### src/rtl/tcu_wmma_sequencer_pkg.sv
// Shared TCU constants and types for the WMMA micro-op sequencer.
// Holds the step geometry, register bases, format ids, the micro-op
// record layout and the sequencer state encoding.
package tcu_wmma_sequencer_pkg;

   localparam int TCU_M_STEPS = 4;
   localparam int TCU_N_STEPS = 2;
   localparam int TCU_K_STEPS = 2;
   localparam int TCU_UOPS    = TCU_M_STEPS * TCU_N_STEPS * TCU_K_STEPS;

   localparam int TCU_RA = 0;
   localparam int TCU_RB = 28;
   localparam int TCU_RC = 10;

   localparam logic [3:0] TCU_FMT_FP32 = 4'd0;
   localparam logic [3:0] TCU_FMT_FP16 = 4'd1;
   localparam logic [3:0] TCU_FMT_BF16 = 4'd2;
   localparam logic [3:0] TCU_FMT_I8   = 4'd3;

   // Counter width for a step dimension; a single step still needs one bit.
   function automatic int step_bits(input int steps);
      return (steps > 1) ? $clog2(steps) : 1;
   endfunction

   typedef enum logic {
      IDLE  = 1'b0,
      ISSUE = 1'b1
   } tcu_seq_state_e;

   typedef struct packed {
      logic [step_bits(TCU_M_STEPS)-1:0] step_m;
      logic [step_bits(TCU_N_STEPS)-1:0] step_n;
      logic [step_bits(TCU_K_STEPS)-1:0] step_k;
      logic [4:0]                        rs1;
      logic [4:0]                        rs2;
      logic [4:0]                        rs3;
      logic                              first;
      logic                              last;
   } tcu_uop_t;

endpackage

### src/rtl/tcu_wmma_sequencer_step_counter.sv
// tcu_step_counter: three-level nested wrap counter (k innermost, then n,
// then m).
// Ports: clk, reset (sync, active-low), clear (zero all levels, wins over
// advance), advance (step once), m/n/k (current step), is_first (all zero),
// is_last (all at maximum).
module tcu_step_counter
   import tcu_wmma_sequencer_pkg::*;
#(
   parameter  int M_STEPS = 4,
   parameter  int N_STEPS = 2,
   parameter  int K_STEPS = 2,
   localparam int SM      = step_bits(M_STEPS),
   localparam int SN      = step_bits(N_STEPS),
   localparam int SK      = step_bits(K_STEPS)
) (
   input  logic          clk,
   input  logic          reset,
   input  logic          clear,
   input  logic          advance,
   output logic [SM-1:0] m,
   output logic [SN-1:0] n,
   output logic [SK-1:0] k,
   output logic          is_first,
   output logic          is_last
);

   logic m_max, n_max, k_max;

   assign m_max = (m == SM'(M_STEPS - 1));
   assign n_max = (n == SN'(N_STEPS - 1));
   assign k_max = (k == SK'(K_STEPS - 1));

   assign is_first = (m == '0) && (n == '0) && (k == '0);
   assign is_last  = m_max && n_max && k_max;

   always_ff @(posedge clk) begin
      if (!reset || clear) begin
         m <= '0;
         n <= '0;
         k <= '0;
      end else if (advance) begin
         if (k_max) begin
            k <= '0;
            if (n_max) begin
               n <= '0;
               m <= m_max ? '0 : m + SM'(1);
            end else begin
               n <= n + SN'(1);
            end
         end else begin
            k <= k + SK'(1);
         end
      end
   end

endmodule

### src/rtl/tcu_wmma_sequencer.sv
// tcu_wmma_sequencer: expands one accepted WMMA instruction into
// M_STEPS*N_STEPS*K_STEPS tensor-core micro-ops, one per out handshake.
// Ports: clk, reset (sync, active-low), flush (abort current instruction);
// in_valid/in_ready with in_wid, in_uuid, in_fmt_s, in_fmt_d (instruction);
// out_valid/out_ready with latched out_wid/out_uuid/out_fmt_s/out_fmt_d,
// out_step_m/n/k, out_rs1/2/3 (A/B/C register indices), out_first, out_last;
// busy (instruction in progress).
module tcu_wmma_sequencer
   import tcu_wmma_sequencer_pkg::*;
#(
   parameter  int NW_BITS    = 2,
   parameter  int UUID_WIDTH = 44,
   parameter  int M_STEPS    = 4,
   parameter  int N_STEPS    = 2,
   parameter  int K_STEPS    = 2,
   parameter  int RA         = 0,
   parameter  int RB         = 28,
   parameter  int RC         = 10,
   localparam int SM         = step_bits(M_STEPS),
   localparam int SN         = step_bits(N_STEPS),
   localparam int SK         = step_bits(K_STEPS)
) (
   input  logic                  clk,
   input  logic                  reset,
   input  logic                  flush,
   input  logic                  in_valid,
   output logic                  in_ready,
   input  logic [NW_BITS-1:0]    in_wid,
   input  logic [UUID_WIDTH-1:0] in_uuid,
   input  logic [3:0]            in_fmt_s,
   input  logic [3:0]            in_fmt_d,
   output logic                  out_valid,
   input  logic                  out_ready,
   output logic [NW_BITS-1:0]    out_wid,
   output logic [UUID_WIDTH-1:0] out_uuid,
   output logic [3:0]            out_fmt_s,
   output logic [3:0]            out_fmt_d,
   output logic [SM-1:0]         out_step_m,
   output logic [SN-1:0]         out_step_n,
   output logic [SK-1:0]         out_step_k,
   output logic [4:0]            out_rs1,
   output logic [4:0]            out_rs2,
   output logic [4:0]            out_rs3,
   output logic                  out_first,
   output logic                  out_last,
   output logic                  busy
);

   localparam int MAX_RS1 = RA + (M_STEPS - 1) * K_STEPS + (K_STEPS - 1);
   localparam int MAX_RS2 = RB + (N_STEPS - 1) * K_STEPS + (K_STEPS - 1);
   localparam int MAX_RS3 = RC + (M_STEPS - 1) * N_STEPS + (N_STEPS - 1);

   // Register indices are 5 bits wide; reject geometries that would wrap.
   generate
      if (MAX_RS1 > 31 || MAX_RS2 > 31 || MAX_RS3 > 31) begin : g_idx_range
         $error("tcu_wmma_sequencer: register index exceeds 31");
      end
   endgenerate

   tcu_seq_state_e state, state_next;
   logic hs, last_hs, accept;

   assign out_valid = (state == ISSUE);
   assign busy      = (state == ISSUE);
   assign hs        = out_valid && out_ready;
   assign last_hs   = hs && out_last;
   // Accepting on the last handshake gives zero-bubble back-to-back issue.
   assign in_ready  = !flush && ((state == IDLE) || last_hs);
   assign accept    = in_valid && in_ready;

   always_ff @(posedge clk) begin
      if (!reset) begin
         state <= IDLE;
      end else begin
         state <= state_next;
      end
   end

   always_comb begin
      state_next = state;
      if (flush) begin
         state_next = IDLE;
      end else if (accept) begin
         state_next = ISSUE;
      end else if (last_hs) begin
         state_next = IDLE;
      end
   end

   always_ff @(posedge clk) begin
      if (!reset) begin
         out_wid   <= '0;
         out_uuid  <= '0;
         out_fmt_s <= '0;
         out_fmt_d <= '0;
      end else if (accept) begin
         out_wid   <= in_wid;
         out_uuid  <= in_uuid;
         out_fmt_s <= in_fmt_s;
         out_fmt_d <= in_fmt_d;
      end
   end

   tcu_step_counter #(
      .M_STEPS (M_STEPS),
      .N_STEPS (N_STEPS),
      .K_STEPS (K_STEPS)
   ) u_step_counter (
      .clk      (clk),
      .reset    (reset),
      .clear    (accept || flush),
      .advance  (hs),
      .m        (out_step_m),
      .n        (out_step_n),
      .k        (out_step_k),
      .is_first (out_first),
      .is_last  (out_last)
   );

   assign out_rs1 = 5'(RA) + 5'(out_step_m) * 5'(K_STEPS) + 5'(out_step_k);
   assign out_rs2 = 5'(RB) + 5'(out_step_n) * 5'(K_STEPS) + 5'(out_step_k);
   assign out_rs3 = 5'(RC) + 5'(out_step_m) * 5'(N_STEPS) + 5'(out_step_n);

endmodule
### config.mk
export PLATFORM = sky130hd
export DESIGN_NAME = tcu_wmma_sequencer
export DESIGN_NICKNAME = d
export VERILOG_FILES = /design/src/rtl/tcu_wmma_sequencer_pkg.sv /design/src/rtl/tcu_wmma_sequencer_step_counter.sv /design/src/rtl/tcu_wmma_sequencer.sv
export SDC_FILE = /design/constraint.sdc
export NUM_CORES = 1
export LEC_CHECK = 0
export ABC_AREA = 1
export CORE_UTILIZATION = 38
export CTS_CLUSTER_DIAMETER = 100
export CTS_CLUSTER_SIZE = 14
export DETAILED_ROUTE_END_ITERATION = 10
export PLACE_DENSITY_LB_ADDON = 0.05
export RECOVER_POWER = 25
export SYNTH_ARGS = -nofsm -noshare
export SYNTH_HDL_FRONTEND = slang
export SYNTH_SLANG_ARGS = --single-unit
### constraint.sdc
create_clock -name clk -period 1.61 [get_ports clk]
set_clock_uncertainty 0.2 [all_clocks]
set_input_delay 0.322 -clock clk [delete_from_list [all_inputs] [get_ports clk]]
set_output_delay 0.322 -clock clk [all_outputs]
set_load 0.03 [all_outputs]
==> impl_metrics.json <==
{
  "outcome": "complete, but fails checks",
  "violations": "negative setup slack",
  "via_count": 3402,
  "swShare_pct": 28.8,
  "cp_slowest_stage_delay_ns": 0.51,
  "synth_top_cell_area_share_pct": 37.4,
  "synth_area_leader_cell": "dfxtp_1",
  "slowest_stage": "clkdlybuf4s50_1",
  "synth_common_cells": "inv_1, nand2_1, nor2_1, dfxtp_1, nand4_1",
  "path_cells": "clkdlybuf4s50_1 -> nand4_1 -> buf_4 -> a21oi_2 -> buf_6",
  "grt_pass1_wl_um": 15900,
  "drtAntennaViolNets": 0,
  "yosysSeqAreaShare_pct": 37.4,
  "globalplace.congestion": 0.785,
  "crit_path_start_kind": "input port",
  "io_buffers": 131,
  "antenna_found_initial": 0,
  "synth_edf_count": 0,
  "cts_sinks": 59,
  "combPwrFrac_pct": 25.1,
  "power_mw": 4.50,
  "path_class": "input port to primary output",
  "die_y_um": 93.2,
  "hold_ws_ns": 0.165,
  "htreeDepth": 3,
  "drt_pass1_iterations": 4,
  "grt_pass1_vias": 3302,
  "hold_violations": 0,
  "syn-cell-area_sq_um": 3160,
  "setup_viol": 65,
  "ys_ff_latch": 59,
  "syn_to_final_growth_pct": 69.9,
  "drc_errors": 0,
  "cts_tree": "done",
  "start_util_pct": 40.0,
  "dp_hpwl_um": 5530,
  "path_clk_slew_ns": 0.06,
  "drt_iter0_markers": 138,
  "cp_max_fo": 3,
  "async_flop_share_pct": 0,
  "yosysWarnings": 0,
  "synth_cell_types": 16,
  "cts_root_buf": "clkbuf_8",
  "fmax_ghz": 0.522,
  "dp_slack_ns": -0.392,
  "rsz0062_at_grt": "yes",
  "via_per_inst": 4.45,
  "synth_area_leaders": "dfxtp_1, inv_1, nand2_1, nand4_1, nor2_1",
  "track_usage_pct": 23.8,
  "numCtsBuffers": 9,
  "p_int_mw": 3.20,
  "cp.buffers_inverters": 3,
  "crit_required_ns": 1.09,
  "setup_ws_ns": -0.305,
  "vdd_ir_drop_max_uv": 519,
  "period_share_pct": 119,
  "leakagePower_nw": 2.91,
  "drv_cap": 0,
  "grt_max_degree": 57,
  "post-route-min-period_ns": 1.91,
  "p_switching_mw": 1.30,
  "die-width_um": 93.2,
  "holdBufCountCts": 0,
  "wirelength_um": 10100,
  "avgSynthCellArea_sq_um": 6.14,
  "drive_gt1_share_pct": 24.9,
  "num_antenna_cells": 0,
  "clock_path_buffers": 2,
  "core-area_sq_um": 7890,
  "cp.arrival_ns": 1.39,
  "nFillCells": 662,
  "fp.dieArea_sq_um": 8680,
  "power_frac_clock_pct": 39.2,
  "synthCells": 514,
  "insertion_delay_ns": 0.34,
  "hold_class": "input port to register",
  "synth_flop_cell": "dfxtp_1",
  "rows": 32,
  "num_io_pins": 137,
  "power_density_nw_per_um2": 838,
  "p_seq_share_pct": 35.7,
  "drv_slew": 0,
  "routedWlPerCell_um": 13.3,
  "fin_nets": 718,
  "critPathTopFamily": "buffers and inverters",
  "yosysMostFrequentCell": "inv_1",
  "grt_overflow": 0,
  "end_kind": "primary output"
}
[layer usage]
metal / track usage, % / vias to the layer above / share of wire, %
li1: - / 1746 / -
met1: 28.0 / 1539 / 42
met2: 42.0 / 102 / 50
met3: 7.07 / 15 / 5.8
met4: 6.41 / 0 / 1.8
met5: 0 / - / 0
[power by group through the flow]
stage | clock, mW | combinational [mW] | sequential [mW]
2_1_floorplan | 0 | 0.387 | 1.82
3_3_place_gp | 0 | 0.983 | 1.64
3_5_place_dp | 0 | 0.996 | 1.64
4_1_cts | 1.79 | 1.11 | 1.61
5_1_grt | 1.85 | 1.22 | 1.61
6_report | 1.76 | 1.13 | 1.60
[sequential cells by signal (all words and copies together) (netlist names)]
signal	cells
out_wid	2
busy	1
u_step_counter.m	2
out_fmt_s	4
out_uuid	44
u_step_counter.k	1
out_fmt_d	4
u_step_counter.n	1
[placed cells by master, fill, tap and decap left out, types with 3 or more instances in the layout]
master,instances
buf_6,10
inv_2,12
clkdlybuf4s15_2,3
conb_1,5
clkdlybuf4s50_1,56
buf_4,24
dlymetal6s2s_1,3
inv_1,153
nand2_2,17
clkdlybuf4s15_1,21
nor2_1,54
buf_8,3
dfxtp_1,56
bufinv_16,3
nand2_4,11
clkbuf_2,24
buf_16,9
nand2_1,87
buf_12,12
nor2_2,9
nand4_1,55
clkbuf_8,12
[worst min-delay path, stage by stage]
cell and delay, ns:
buf_2 0.20, nand2_1 0.10, nor2_1 0.03
[kinds of logic after synthesis]
| group | synth area share, % |
|---|---|
| flip-flops | 37.4 |
| buffers and inverters | 27.9 |
| other | 0.238 |
| adder cells (fa/ha/maj) | 0.792 |
| XOR/XNOR | 0.277 |
| AO/OA/AOI/OAI | 0.634 |
| AND/OR/NAND/NOR | 32.8 |
[final timing paths]
check | start | to | slack, ns | depth (start not counted)
hold / removal | reset | out_uuid[26] | 0.16 | 3
setup reg to reg | u_step_counter.m[0] | out_uuid[10] | -0.22 | 11
setup / recovery | out_ready | in_ready | -0.30 | 5
hold reg to reg | out_uuid[37] | out_uuid[37] | 0.31 | 4
[layout make-up]
cell class                      count  area, sq um  area share, %
Timing Repair Buffer              171         1840           34.3
Multi-Input combinational cell    249         1320           24.5
Sequential cell                    59         1190           22.2
Inverter                          167          632           11.8
Clock buffer                       12          165           3.08
Tap cell                          102          128           2.38
Clock inverter                      4         95.1           1.77
[per-stage QoR]
stage	area (sq um)	instances	TNS (ns)	utilization [%]
3_3_place_gp	4560	722	-17.13	57.8
4_1_cts	5440	766	-9.33	69.0
3_5_place_dp	4560	722	-20.75	57.8
5_1_grt	5370	764	-15.60	68.0
6_report	5370	764	-9.68	68.0
2_1_floorplan	3230	517	-2.30	-
[what timing repair did]
action                                  in CTS  in global routing
gates resized for setup                    130                 94
endpoints found under the setup margin     109                108
pin swaps                                   32                 29
cloned                                      11                  1
setup buffers                               24                  2
(Power assumes the default switching activity.)
